==> config.mk <==
export PLATFORM = sky130hd
export DESIGN_NAME = share_decoder
export DESIGN_NICKNAME = d
export VERILOG_FILES = /design/src/rtl/share_decoder.sv
export SDC_FILE = /design/constraint.sdc
export NUM_CORES = 1
export LEC_CHECK = 0
export ABC_CLOCK_PERIOD_IN_PS = 1800
export CAP_MARGIN = 30
export CELL_PAD_IN_SITES_DETAIL_PLACEMENT = 2
export CELL_PAD_IN_SITES_GLOBAL_PLACEMENT = 2
export CORE_ASPECT_RATIO = 1.75
export CORE_MARGIN = 8
export CORE_UTILIZATION = 29
export DETAILED_ROUTE_END_ITERATION = 10
export PLACE_DENSITY = 0.76
export SLEW_MARGIN = 20
export SYNTH_ARGS = -nofsm -noshare
export SYNTH_HDL_FRONTEND = slang
export SYNTH_SLANG_ARGS = --single-unit
export TNS_END_PERCENT = 5
==> constraint.sdc <==
create_clock -name clk -period 1.8 [get_ports clk]
set_input_delay 0.36 -clock clk [delete_from_list [all_inputs] [get_ports clk]]
set_output_delay 0.36 -clock clk [all_outputs]
set_load 0.01 [all_outputs]
==> src/rtl/share_decoder.sv <==
// share_decoder: serial recombination of D Boolean (XOR) shares of a W-bit
// word. Shares are captured in one edge and folded into an accumulator one
// share per clock, so the full unmasked value only appears after the last
// share has been consumed. out/DecDone are registered and zero except in DONE.
// Optional feature: define DEC_REFRESH_EN to re-randomise the shares with rin
// at the capture edge (sum of shares unchanged).
module share_decoder #(
  parameter int D = 3,
  parameter int W = 8
) (
  input  logic                              clk,
  input  logic                              rst,
  input  logic [0:D*W-1]                    sh_in,
  input  logic [0:((D > 1) ? (D-1) : 1)*W-1] rin,
  input  logic                              DecEnable,
  output logic                              DecDone,
  output logic [W-1:0]                      out
);

  localparam int CW = (D > 1) ? $clog2(D) : 1;

  typedef enum logic [1:0] {
    IDLE = 2'd0,
    ACC  = 2'd1,
    DONE = 2'd2
  } state_t;

  state_t         state_q, state_d;
  logic [W-1:0]   sh_q [D];
  logic [W-1:0]   sh_d [D];
  logic [W-1:0]   cap_sh [D];
  logic [W-1:0]   acc_q, acc_d;
  logic [CW-1:0]  cnt_q, cnt_d;
  logic           done_q, done_d;
  logic [W-1:0]   out_q, out_d;
  logic [W-1:0]   cur_sh;
  logic [W-1:0]   acc_step;
  logic           unused_rin;

`ifdef DEC_REFRESH_EN
  // Refresh: mask shares 0..D-2 with rin words, fold the XOR of all rin
  // words into the last share so the recombined value is preserved.
  if (D > 1) begin : g_refresh
    logic [W-1:0] rin_xor;

    // XOR of every rin word, applied to the last share.
    always_comb begin
      rin_xor = '0;
      for (int i = 0; i < D-1; i++) begin
        rin_xor = rin_xor ^ rin[i*W +: W];
      end
    end

    for (genvar gi = 0; gi < D; gi++) begin : g_cap
      if (gi < D-1) begin : g_mid
        assign cap_sh[gi] = sh_in[gi*W +: W] ^ rin[gi*W +: W];
      end else begin : g_last
        assign cap_sh[gi] = sh_in[gi*W +: W] ^ rin_xor;
      end
    end
    assign unused_rin = 1'b0;
  end else begin : g_single
    // A single share cannot be refreshed; rin has no role here.
    assign cap_sh[0]  = sh_in[0 +: W];
    assign unused_rin = ^rin;
  end
`else
  // Shares are captured exactly as presented; rin is not used.
  for (genvar gi = 0; gi < D; gi++) begin : g_cap
    assign cap_sh[gi] = sh_in[gi*W +: W];
  end
  assign unused_rin = ^rin;
`endif

  // Select the share addressed by cnt (compare-based mux, no out-of-range index).
  always_comb begin
    cur_sh = '0;
    for (int i = 0; i < D; i++) begin
      if (cnt_q == CW'(i)) begin
        cur_sh = sh_q[i];
      end
    end
  end

  assign acc_step = acc_q ^ cur_sh;

  // Next-state and datapath control for IDLE -> ACC -> DONE.
  always_comb begin
    state_d = state_q;
    sh_d    = sh_q;
    acc_d   = acc_q;
    cnt_d   = cnt_q;
    done_d  = done_q;
    out_d   = out_q;

    case (state_q)
      IDLE: begin
        if (DecEnable) begin
          sh_d  = cap_sh;
          acc_d = cap_sh[0];
          cnt_d = CW'(1);
          if (D > 1) begin
            state_d = ACC;
          end else begin
            state_d = DONE;
            done_d  = 1'b1;
            out_d   = cap_sh[0];
          end
        end
      end

      ACC: begin
        if (!DecEnable) begin
          // Abort: discard the partial result and zeroise everything.
          state_d = IDLE;
          for (int i = 0; i < D; i++) sh_d[i] = '0;
          acc_d  = '0;
          cnt_d  = '0;
          done_d = 1'b0;
          out_d  = '0;
        end else begin
          acc_d = acc_step;
          cnt_d = cnt_q + 1'b1;
          if (cnt_q == CW'(D-1)) begin
            state_d = DONE;
            done_d  = 1'b1;
            out_d   = acc_step;
          end
        end
      end

      DONE: begin
        if (!DecEnable) begin
          state_d = IDLE;
          for (int i = 0; i < D; i++) sh_d[i] = '0;
          acc_d  = '0;
          cnt_d  = '0;
          done_d = 1'b0;
          out_d  = '0;
        end
      end

      default: begin
        state_d = IDLE;
        for (int i = 0; i < D; i++) sh_d[i] = '0;
        acc_d  = '0;
        cnt_d  = '0;
        done_d = 1'b0;
        out_d  = '0;
      end
    endcase
  end

  // State and datapath registers; reset overrides any operation in flight.
  always_ff @(posedge clk) begin
    if (rst) begin
      state_q <= IDLE;
      for (int i = 0; i < D; i++) sh_q[i] <= '0;
      acc_q   <= '0;
      cnt_q   <= '0;
      done_q  <= 1'b0;
      out_q   <= '0;
    end else begin
      state_q <= state_d;
      sh_q    <= sh_d;
      acc_q   <= acc_d;
      cnt_q   <= cnt_d;
      done_q  <= done_d;
      out_q   <= out_d;
    end
  end

  assign DecDone = done_q;
  assign out     = out_q;

endmodule

[Yosys cells after proc, flatten, opt, wreduce, memory -nomap -nowiden]
Index checks and enable logic that the tools add are counted.
Storage, ports and cells
  bits in read-only memories: 0
  bits in writable memories: 0
  input port bits: 43
  output and inout port bits: 9
  bits in latches: 0
  memories kept: 0
  bits in registers: 45
Operators by class
  multiply operators: 0
  equality and inequality tests: 8
  reduce and logical (&&, ||, !) cells: 7
  add/subtract/negate cells: 1
  div/mod/pow operators: 0
  shift operators: 0
  bitwise operators: 2
  order comparisons: 0
  mux-type cells: 24
Operator list (number)
  $mux W8: 8
  $mux W24: 2
  $pmux W24 S2: 1
  $pmux W8 S3: 2
  $pmux W2 S3: 2
  $mux W2: 5
  $xor A8 B8 Y8: 1
  $ne A2 B2 Y1 const B: 3
  $reduce_and A3 Y1: 2
  $eq A2 B1 Y1 const B: 2
  $eq A2 B2 Y1 const B: 2
  $logic_not A2 Y1: 2
  $reduce_and A2 Y1: 2
  $mux W1: 3
  $ne A3 B3 Y1 const B: 1
  $pmux W1 S3: 1
  $add A2 B1 Y2 const B: 1
  $reduce_or A2 Y1: 1
  $not A1 Y1: 1

[Logic depth before layout (Yosys ltp)]
  depth after elaboration: 8
  depth in mapped cells: 8

[Worst setup path before layout]
OpenSTA, ideal clock, no wires.
  path type: flip-flop to flip-flop
  from: register cnt_q[0]
  to: register acc_q[6]
  arrival time: 1451 ps
  period minus slack after synthesis: 1582 ps
  cell stages (with the launch flop): 9
  path buffers: 2
  slack: 218 ps
  cells stage by stage: dfxtp_1 -> inv_1 -> ha_1 -> buf_2 -> buf_2 -> a211oi_1 -> o21ai_0 -> o211ai_1 -> o22ai_1
On the way
  longest elaborated chain between the ends: 7
RTL lines
  start, declared: RTL line 33  | logic [CW-1:0] cnt_q, cnt_d;
  start signal, assigned: RTL line 167  | cnt_q <= cnt_d;
  $logic_not A2 Y1: RTL line 79  | if (cnt_q == CW'(i)) begin
  $mux W8 (2 in series): RTL line 79
  $mux W8 (*): RTL line 79
  $xor A8 B8 Y8 (*): RTL line 85  | assign acc_step = acc_q ^ cur_sh;
  $mux W8 (*): RTL line 113  | if (!DecEnable) begin
  $pmux W8 S3 (*): RTL line 96  | case (state_q)
  end signal, assigned: RTL line 159  | acc_q <= '0;
  end signal, assigned: RTL line 166  | acc_q <= acc_d;
  end, declared: RTL line 32  | logic [W-1:0] acc_q, acc_d;
Every way passes the cells marked *; elsewhere a longest branch is shown, timed or not.
A chain may end at the register's enable or synchronous reset.

[Worst setup path after layout]
  from: register cnt_q[1]
  to: register acc_q[7]
The elaborated chain is that of the path after synthesis.

==> run_results.csv <==
group,metric,value,unit
outcome,outcome,"finished clean",
sta,fmaxAchievable,0.5764,GHz
power_and_ir_drop,seq_power_share,0.393,
worst_setup_path,reg2regPathDepth,6,
sta,finalSetupViolations,0,
run,max_cap_viol_count,0,
sta,post-route-min-period,1.735,ns
layout,final_net_count,366,
synthesis,synth_area,0.002246,mm2
synthesis,synth_area_per_cell,8.475,um2
drt,wl_per_cell,19.49,um
synthesis,yosysWarnings,0,
drt,ant_nets,0,
layout,final_common_cell,"dfxtp_1",
layout,final_cell_mix,"45 x dfxtp_1, 36 x a21oi_1, 35 x clkdlybuf4s50_1, 31 x nand2_1, 25 x buf_4",
power_and_ir_drop,p_int,2.058,mW
clock_network,clock_latency,0.29,ns
power_and_ir_drop,peakVddDrop,467.1,uV
die,rows,42,
hold_path,hold_path_depth,1,
sta,hold_viol,0,
power_and_ir_drop,p_per_area,946.1,mW/mm2
layout,drive_gt1_frac,0.1546,
synthesis,ys_ff_latch,45,
die,dieArea,0.01093,mm2
sta,period_share,0.9638,
synthesis,ys_seq_area_frac,0.4011,
hold_path,holdCritPathClass,"flip-flop to flip-flop",
sta,worstMarginPinSlew,0.3426,ns
power_and_ir_drop,p_leak,1.135,nW
clock_network,cts-root-buf,"clkbuf_16",
clock_network,cts_buffer_depth,2,
global_routing,grt_pass1_vias,2498,
worst_setup_path,endpoint_kind,"flip-flop",
power_and_ir_drop,pwr-share-clk,0.356,
worst_setup_path,crit_type,"flip-flop to flip-flop",
global_routing,grt_pass1_wl,12880,um
layout,final_cells,405,
sta,rsz0062_at_grt,"yes",
die,io_pins,52,
worst_setup_path,cp.required,2.02,ns
placement,port_buffers,35,
drt,drc,0,
placement,numPlacedInstances,398,
synthesis,synth_cells,265,
placement,place_congestion,0.7680,
placement,dp_hpwl,5687,um
synthesis,synth_fp_nets,314,
power_and_ir_drop,p_sw_frac,0.2941,
drt,viasPerCell,5.617,
sta,clock_skew,0.005313,ns
die,core-area,0.007567,mm2
sta,final_max_slew_viol_count,0,
clock_network,cts_buffers,5,
die,die-width,82.53,um
die,floorplan.initialDensity,0.2968,
clock_network,cts_hold_buffers,0,
clock_network,path_clk_slew,0.06,ns
global_routing,grt_max_degree,38,
power_and_ir_drop,power_switching,0.8575,mW
clock_network,cts.sinks,45,
sta,fin_setup_tns,0,ns
global_routing,antenna_found_initial,0,
layout,diodes,0,
clock_network,h-tree-depth,2,
sta,slew_headroom,0.7698,
drt,totalWireLength,7892,um
drt,drt_iter0_markers,75,
layout,syn_to_final_growth,37.21,%
global_routing,grt-ovfl-total,0,
global_routing,grt_usage,0.1521,
worst_setup_path,arrival,1.95,ns
worst_setup_path,cp-start-kind,"flip-flop",
clock_network,cts_tree,"yes",
synthesis,synthDistinctLibCells,37,
drt,vias,2275,
die,die_h,132.4,um
drt,firstDrtPassIters,4,
worst_setup_path,worst-path-max-fanout,6,
power_and_ir_drop,combinationalPowerShare,0.250,
## power groups by stage
stage	logic [mW]	clock network [mW]	registers [mW]
global placement	0.697	0	1.16
global route	0.798	1.10	1.16
floorplan	0.401	0	1.14
CTS	0.735	1.07	1.14
detailed placement	0.725	0	1.17
finish	0.730	1.04	1.15
## what timing repair did
item / in CTS / in global routing
pin swaps: 0 / 2
endpoints found under the setup margin: 9 / 17
setup buffers: 0 / 0
resized for setup: 1 / 6
## worst max-delay path, cell delays in order (launching register included)
cell     delay [ns]
dfxtp_1        0.33
inv_1          0.06
ha_1           0.26
buf_4          0.19
a22o_1         0.22
a221o_1        0.41
o22ai_2        0.18
## stage by stage
stage | setup WS, ns | hold WS, ns | total power [mW] | utilization | cell area (um2)
after floorplan | 0.2176 | 0.4400 | 1.542 | - | 2246
after CTS | 0.004781 | 0.4706 | 2.949 | 0.4038 | 3055
after global placement | -0.03531 | 0.4498 | 1.856 | 0.3819 | 2890
final | 0.06520 | 0.4666 | 2.916 | 0.4072 | 3082
after global routing | -0.03779 | 0.4824 | 3.056 | 0.4072 | 3082
after detailed placement | -0.08999 | 0.4507 | 1.891 | 0.3819 | 2890
## layout make-up
type	instances	area (um2)
fillers	898	4486
multi-input cells	193	1246
flip-flops and latches	45	900.9
repair buffers	65	638.1
clock buffers	5	125.1
well taps	88	110.1
clock inverters	2	35.03
inverters	7	26.28
## cells in the mapped netlist (all sizes together)
cell type  instances  area [um2]
inv                7       26.28
nor4b              6       52.55
clkbuf             8       30.03
a211oi             3       22.52
a22oi             15       112.6
nor2               1       3.750
o32a               1       10.01
nand3             24       120.1
nor2b              4       27.53
nand4              1       6.260
dfxtp             45       900.9
o22ai              8       56.30
a211o              1       8.760
a22o               1       8.760
nand3b             7       65.06
nand2             31       116.4
a221o              1       10.01
o21ai              3       15.01
o211ai             1       7.510
a21boi             1       7.510
nand2b            15       93.84
buf               12       73.82
xnor2              2       17.52
o2bb2ai            8       70.07
a21oi             39       202.7
or3                1       6.260
a221oi             6       52.55
ha                 6       75.07
nor3               7       46.30
## cell families (layout without fill, tap and decap cells)
logic type	after synthesis	count (layout)	share of synthesized area
simple gates	97	97	0.2396
compound gates	88	88	0.2602
flops	45	45	0.4011
buf+inv	27	79	0.05794
fa+ha+maj	6	6	0.03343
xor+xnor	2	2	0.007801
## state kept, by name, summed over array words and instances, names as in the netlist
register  cells
DecDone       1
sh_q         24
acc_q         8
out           8
state_q       2
cnt_q         2
## final timing paths
| kind | startpoint | slack (ns) | end |
|---|---|---|---|
| worst max-delay path | cnt_q[1] | 0.07 | acc_q[7] |
| worst min-delay path | out[2] | 0.47 | out[2] |
| worst max register to register | cnt_q[1] | 0.07 | acc_q[7] |
| worst min register to register | out[2] | 0.47 | out[2] |
## layer usage
metal,GRT usage,vias up,share of wire
met5,0,-,0
met4,0.04826,0,0.013
met3,0.02714,7,0.029
met2,0.2814,33,0.57
met1,0.1624,1161,0.39
li1,-,1074,-
Note: power is estimated with default switching activity, not from simulation.
